===== config.mk =====
export PLATFORM = sky130hd
export DESIGN_NAME = mem_loader
export DESIGN_NICKNAME = d
export VERILOG_FILES = /design/src/rtl/mem_loader.sv
export SDC_FILE = /design/constraint.sdc
export NUM_CORES = 1
export LEC_CHECK = 0
export ABC_CLOCK_PERIOD_IN_PS = 2200
export CAP_MARGIN = 15
export CORE_MARGIN = 2
export CORE_UTILIZATION = 35
export DETAILED_ROUTE_END_ITERATION = 7
export GPL_TIMING_DRIVEN = 0
export PLACE_DENSITY_LB_ADDON = 0.05
export SLEW_MARGIN = 15
export SYNTH_ARGS = -nofsm -noshare
export SYNTH_HDL_FRONTEND = slang
export SYNTH_SLANG_ARGS = --single-unit

===== constraint.sdc =====
create_clock -name clock -period 2.2 [get_ports clock]
set_input_delay 0.44 -clock clock [delete_from_list [all_inputs] [get_ports clock]]
set_output_delay 0.44 -clock clock [all_outputs]
set_load 0.005 [all_outputs]

===== src/rtl/mem_loader.sv =====
// rtl/mem_loader.sv - byte-stream to sequential memory-image write port loader
//
// Purpose: takes bytes from a valid/ready stream (SD, SPI flash or UART front
// end) and writes them to consecutive addresses of a KB-kilobyte memory image.
// Each write is issued only on a clock where ce=1. The loader reports a running
// modulo-256 checksum and raises done after the last address has been written.
//
// Ports:
//   clock     in   system clock, rising edge
//   reset     in   synchronous active-high reset
//   ce        in   write-pacing enable
//   start     in   begin a load (honoured in IDLE or DONE only)
//   in_valid  in   in_data holds a byte
//   in_data   in   [7:0] stream byte
//   in_ready  out  loader can take a byte this cycle
//   a         out  [AW-1:0] registered memory write address
//   d         out  [7:0] registered memory write data
//   we        out  registered one-clock memory write strobe
//   busy      out  state is LOAD
//   done      out  state is DONE
//   sum       out  [7:0] modulo-256 sum of bytes written since last start
module mem_loader #(
  parameter int KB = 16,
  parameter int AW = $clog2(KB * 1024)
) (
  input  logic          clock,
  input  logic          reset,
  input  logic          ce,
  input  logic          start,
  input  logic          in_valid,
  input  logic [7:0]    in_data,
  output logic          in_ready,
  output logic [AW-1:0] a,
  output logic [7:0]    d,
  output logic          we,
  output logic          busy,
  output logic          done,
  output logic [7:0]    sum
);

  typedef enum logic [1:0] {
    S_IDLE = 2'd0,
    S_LOAD = 2'd1,
    S_DONE = 2'd2
  } state_t;

  localparam logic [AW-1:0] LAST_ADDR = AW'(KB * 1024 - 1);

  state_t        state_q, state_d;
  logic [AW-1:0] addr_q, addr_d;
  logic [7:0]    buf_q, buf_d;
  logic          full_q, full_d;
  logic [7:0]    sum_q, sum_d;
  logic [AW-1:0] a_q, a_d;
  logic [7:0]    d_q, d_d;
  logic          we_q, we_d;

  logic accept;
  logic write;

  // Ready depends on registered state only, so a source may legally wait for
  // ready before raising valid without creating a combinational loop.
  assign in_ready = (state_q == S_LOAD) && !full_q;
  assign accept   = in_valid && in_ready;
  assign write    = (state_q == S_LOAD) && full_q && ce;

  always_comb begin
    state_d = state_q;
    addr_d  = addr_q;
    buf_d   = buf_q;
    full_d  = full_q;
    sum_d   = sum_q;
    a_d     = a_q;
    d_d     = d_q;
    we_d    = 1'b0;

    case (state_q)
      S_IDLE, S_DONE: begin
        if (start) begin
          state_d = S_LOAD;
          addr_d  = '0;
          sum_d   = 8'd0;
          full_d  = 1'b0;
        end
      end
      S_LOAD: begin
        // Write and accept are mutually exclusive: accept needs full=0,
        // write needs full=1, which caps throughput at one byte per 2 clocks.
        if (write) begin
          we_d   = 1'b1;
          a_d    = addr_q;
          d_d    = buf_q;
          sum_d  = sum_q + buf_q;
          full_d = 1'b0;
          addr_d = addr_q + 1'b1;
          if (addr_q == LAST_ADDR) begin
            state_d = S_DONE;
          end
        end else if (accept) begin
          buf_d  = in_data;
          full_d = 1'b1;
        end
      end
      default: begin
        state_d = S_IDLE;
      end
    endcase
  end

  always_ff @(posedge clock) begin
    if (reset) begin
      state_q <= S_IDLE;
      addr_q  <= '0;
      buf_q   <= 8'd0;
      full_q  <= 1'b0;
      sum_q   <= 8'd0;
      a_q     <= '0;
      d_q     <= 8'd0;
      we_q    <= 1'b0;
    end else begin
      state_q <= state_d;
      addr_q  <= addr_d;
      buf_q   <= buf_d;
      full_q  <= full_d;
      sum_q   <= sum_d;
      a_q     <= a_d;
      d_q     <= d_d;
      we_q    <= we_d;
    end
  end

  assign a    = a_q;
  assign d    = d_q;
  assign we   = we_q;
  assign sum  = sum_q;
  assign busy = (state_q == S_LOAD);
  assign done = (state_q == S_DONE);

endmodule


==> results.yml, run 1 <==
floorplanning:
  core_area_mm2: 0.00676
  initial_core_util_pct: 36.0
  pin_count: 47
  fp.dieH_um: 87.4
  fp.dieArea_mm2: 0.00764
  die_w_um: 87.4
  fp-row-count: 30
pwr:
  ir_worst_vdd_mv: 0.225
  p_leak_nw: 1.19
  power_mw: 1.73
  swShare_pct: 24.6
  power_frac_comb_pct: 6.6
  p_clk_share_pct: 33.5
  pwr-share-seq_pct: 59.9
  p_per_area_mw_per_mm2: 562
  switching_power_mw: 0.425
  p_int_mw: 1.30
grt:
  grt_max_degree: 18
  grt_usage_pct: 16.1
  grt.overflow.total: 0
  antenna_found_initial: 0
  grt_pass1_vias: 1918
  grt_pass1_wl_um: 9560
place:
  port-buffer-count: 45
  pre_cts_ws_ns: 0.0927
  dp_hpwl_um: 4130
  gp_congestion: 0.791
run_status:
  status: "finished clean"
drt:
  highest_layer: "met4"
  firstDrtPassIters: 4
  wl_met2_um: 2810
  viasPerCell: 4.89
  drc: 0
  routed_wirelength_um: 5650
  first_iter_violations: 39
  met3_length_um: 218
  ant_nets: 0
  drt-met1-wl_um: 2550
  vias: 2002
  routedWlPerCell_um: 13.8
critical_path:
  arrival_ns: 2.32
  setup.worst_path.start_class: "flop"
  critPathMaxFanout: 3
  cp.required_ns: 2.46
  critPathCaptureType: "flop"
  critPathKind: "flop to flop"
timing:
  setup_tns_ns: 0
  slew-limit-headroom_pct: 65.9
  hold_viol_final: 0
  setup_viol: 0
  rsz0062_at_grt: "false"
  drv_slew: 0
  fmax_mhz: 485
  period_needed_ns: 2.06
  tightest_slew_ns: 0.511
  fin_skew_ns: 0.00841
  setup_ws_ns: 0.137
  finalCritPeriodShare_pct: 93.8
synth:
  synthCells: 276
  syn-cell-area_mm2: 0.00243
  ys_seq_area_share_pct: 46.0
  synth_seq_cells: 56
  synth_fp_nets: 298
  ys_types: 43
  avgSynthCellArea_um2: 8.82
  synth_warnings: 0
cts:
  clockBufferDepth: 2
  post-cts-setup-buffer-count: 0
  clkSinkCount: 56
  clk_pin_slew_worst_paths_ns: 0.11
  cts_hold_buf: 0
  ctsRootBufferMaster: "clkbuf_8"
  h-tree-depth: 2
  cts_tree: "done"
  cts_made_buffers: 5
  ctsResizeCount: 0
  insertion_delay_ns: 0.31
layout:
  nFillCells: 699
  drive_gt1_share_pct: 7.90
  area_growth_pct: 26.2
  final_nets: 350
  num_antenna_cells: 0
hold_path:
  holdCritPathClass: "primary input to flop"
flow_run:
  drv_cap: 0
synth_stat cells (all sizes together):
master   count  area [um2]
a211o        2        17.5
and3         5        31.3
and2         3        18.8
a221o        1        10.0
fa           1        20.0
inv          3        11.3
nor3         1        5.00
a311oi       1        8.76
xnor2        1        8.76
and4b        1        10.0
o21a         1        7.51
o21ai        3        15.0
o211ai       1        7.51
mux2         2        22.5
dfxtp       56        1120
clkbuf       7        36.3
nand4b       1        23.8
ha           8         100
nand4        7        43.8
nand3        2        10.0
a211oi       1        12.5
nor3b        1        7.51
and4         1        8.76
buf          5        25.0
xor2        14         123
nand2b       5        33.8
a22o         7        61.3
nand2       73         277
a2111oi      1        27.5
a21o         4        32.5
nor2        15        71.3
a21oi       37         189
o211a        1        10.0
nor2b        2        12.5
nand3b       2        15.0
flip-flops by register name (all words and copies together) (netlist names):
name and flops:
a 14, addr_q 14, buf_q 8, d 8, full_q 1, state_q 2, sum 8, we 1
worst paths after layout:
path | startpoint | to | cells after the start | slack, ns
worst max-delay path | buf_q[0]$_SDFFE_PP0P_ | sum[6]$_SDFFE_PP0P_ | 7 | 0.14
worst min-delay path | reset | a[0]$_SDFFE_PP0P_ | 2 | 0.36
worst max register to register | buf_q[0]$_SDFFE_PP0P_ | sum[6]$_SDFFE_PP0P_ | 7 | 0.14
worst min register to register | a[1]$_SDFFE_PP0P_ | a[1]$_SDFFE_PP0P_ | 2 | 0.46
stage by stage:
stage                     instances  hold WS (ns)  instance area, um2  utilization [%]
final                           409         0.358                3070             45.5
after global routing            409         0.350                3070             45.5
after CTS                       409         0.346                3070             45.5
after detailed placement        401         0.448                2990             44.2
after global placement          401         0.443                2990             44.2
after floorplan                 276         0.445                2430                -
power by group through the flow:
stage	logic (mW)	clock network (mW)	registers, mW
after floorplan	0.0641	0	1.05
after global placement	0.116	0	1.06
after detailed placement	0.116	0	1.06
after CTS	0.117	0.603	1.04
after global routing	0.127	0.641	1.04
final	0.115	0.579	1.03
metal layers:
metal  global-route usage, %  vias up
met5                       0        -
met4                    5.03        0
met3                    4.27        8
met2                    27.5       31
met1                    19.6      923
li1                        -     1040
layout make-up:
type                    count  area, um2  share of cell area [%]
plain buffers              12       61.3                    2.00
clock buffers               6       72.6                    2.36
clock inverters             2       13.8                   0.448
inverters                   3       11.3                   0.367
multi-input cells         205       1240                    40.4
flip-flops and latches     56       1120                    36.5
well taps                  80        100                    3.26
repair buffers             45        450                    14.7
kinds of logic after synthesis:
logic type	count (synthesis)	synth area share, %
simple gates	119	23.3
xor+xnor	15	5.40
mux	2	0.925
buf+inv	15	2.98
compound gates	60	16.4
fa+ha+maj	9	4.93
flops	56	46.0
layout by cell type (no fill, tap or decap), types with 2 or more instances in the layout:
master           count
nand2_1             72
ha_1                 8
nor2_4               2
a21o_1               2
nand3_1              2
mux2_2               2
nand2b_1             4
nor2b_1              2
a22o_1               7
a21o_2               2
nand4_1              7
clkdlybuf4s50_1     45
and3_1               5
clkbuf_1             7
a21oi_1             36
o21ai_0              2
buf_2                5
inv_1                2
xor2_1              14
dfxtp_1             56
nand3b_1             2
nor2_1              13
a211o_1              2
clkbuf_8             6
and2_1               3
critical path, stage by stage, from the launching register on:
cell	delay (ns)
dfxtp_1	0.36
ha_1	0.23
fa_1	0.41
a21o_2	0.22
a21o_1	0.19
a21oi_1	0.17
mux2_2	0.35
nand3_1	0.07
Note: power is estimated with default switching activity, not from simulation.
==> inputs of run 2 (changes only) <==
Settings changed: MAX_ROUTING_LAYER set to met4.
==> results.yml, run 2 (synthesis gave the netlist of run 1 again) <==
run_status:
  status: "finished clean"
drt:
  first_iter_violations: 60
  vias: 1992
  ant_nets: 0
  viasPerCell: 4.87
  routedWlPerCell_um: 13.8
  routed_wirelength_um: 5650
  firstDrtPassIters: 4
  drc: 0
cts:
  ctsRootBufferMaster: "clkbuf_8"
  clk_pin_slew_worst_paths_ns: 0.11
  insertion_delay_ns: 0.31
  clkSinkCount: 56
  cts_hold_buf: 0
  clockBufferDepth: 2
  cts_tree: "done"
  h-tree-depth: 2
  post-cts-setup-buffer-count: 0
  ctsResizeCount: 0
  cts_made_buffers: 5
layout:
  nFillCells: 699
  drive_gt1_share_pct: 7.90
  num_antenna_cells: 0
  final_cell_mix: "72 x nand2_1, 56 x dfxtp_1, 45 x clkdlybuf4s50_1"
  final_nets: 350
  fin_util_pct: 45.5
  final_common_cell: "nand2_1"
  layout.cells.non_filler: 409
  area_growth_pct: 26.2
timing:
  setup_viol: 0
  period_needed_ns: 2.06
  finalCritPeriodShare_pct: 93.7
  setup_tns_ns: 0
  rsz0062_at_grt: "false"
  drv_slew: 0
  tightest_slew_ns: 0.516
  fmax_mhz: 485
  fin_skew_ns: 0.00719
  slew-limit-headroom_pct: 65.6
  hold_viol_final: 0
floorplanning:
  pin_count: 47
  fp.dieH_um: 87.4
  fp-row-count: 30
  initial_core_util_pct: 36.0
  fp.dieArea_mm2: 0.00764
  core_area_mm2: 0.00676
  die_w_um: 87.4
critical_path:
  cp_slowest_cell: "fa_1"
  arrival_ns: 2.32
  reg2reg_depth: 7
  worst-path-buf-inv: 0
  path_delay_family: "adder cells"
  critPathKind: "flop to flop"
  critPathCaptureType: "flop"
  path_depth: 7
  setup.worst_path.start_class: "flop"
  critPathMaxStageDelay_ns: 0.41
  worstPathCellList: "ha_1 > fa_1 > a21o_2 > a21o_1 > a21oi_1 > mux2_2 > nand3_1"
  critPathMaxFanout: 3
  cp.required_ns: 2.46
place:
  gp_congestion: 0.802
  port-buffer-count: 45
  dp_hpwl_um: 4130
  place_inst: 401
grt:
  grt.overflow.total: 0
  grt_max_degree: 18
  antenna_found_initial: 0
  grt_pass1_vias: 1918
  grt_pass1_wl_um: 9560
  grt_usage_pct: 16.6
hold_path:
  holdCritPathClass: "primary input to flop"
  min_delay_path_depth: 2
flow_run:
  drv_cap: 0
pwr:
  power_mw: 1.73
  p_leak_nw: 1.19
  p_per_area_mw_per_mm2: 563
  ir_worst_vdd_mv: 0.225
run 2: cell counts in the layout (fill, tap and decap cells not counted):
Identical to the previous run, type by type.
run 2: cell type report:
type                    instances  area, um2  share of cell area, %
multi-input cells             205       1240                   40.4
repair buffers                 45        450                   14.7
clock buffers                   6       72.6                   2.36
well taps                      80        100                   3.26
plain buffers                  12       61.3                   2.00
clock inverters                 2       13.8                  0.448
inverters                       3       11.3                  0.367
flip-flops and latches         56       1120                   36.5
run 2: final timing paths:
kind / start / slack (ns) / to
worst max-delay path: buf_q[0]$_SDFFE_PP0P_ / 0.14 / sum[6]$_SDFFE_PP0P_
worst min-delay path: reset / 0.36 / a[0]$_SDFFE_PP0P_
worst max register to register: buf_q[0]$_SDFFE_PP0P_ / 0.14 / sum[6]$_SDFFE_PP0P_
worst min register to register: a[1]$_SDFFE_PP0P_ / 0.46 / a[1]$_SDFFE_PP0P_
run 2: power by group:
group | total, mW | leakage, nW | switching, mW | internal [mW]
clock | 0.579 | 0.0456 | 0.351 | 0.228
sequential | 1.03 | 0.452 | 0.0111 | 1.02
combinational | 0.115 | 0.691 | 0.0635 | 0.0511
run 2: layer usage:
metal	wire [um]	GRT usage (%)	up-vias
met3	202	4.08	8
met1	2590	19.9	914
met5	0	-	-
met2	2780	27.3	31
li1	-	-	1039
met4	81	5.03	0
run 2: stage by stage:
stage	setup WS (ns)	instance area [um2]	hold WS [ns]
after floorplan	0.262	2430	0.445
after global placement	0.0842	2990	0.443
after detailed placement	0.0927	2990	0.448
after CTS	0.114	3070	0.346
after global routing	0.0240	3070	0.350
final	0.138	3070	0.357
run 2: worst register-to-register path, stage by stage, from the launching register on:
cell     delay, ns
dfxtp_1       0.36
ha_1          0.23
fa_1          0.41
a21o_2        0.22
a21o_1        0.19
a21oi_1       0.17
mux2_2        0.35
nand3_1       0.07
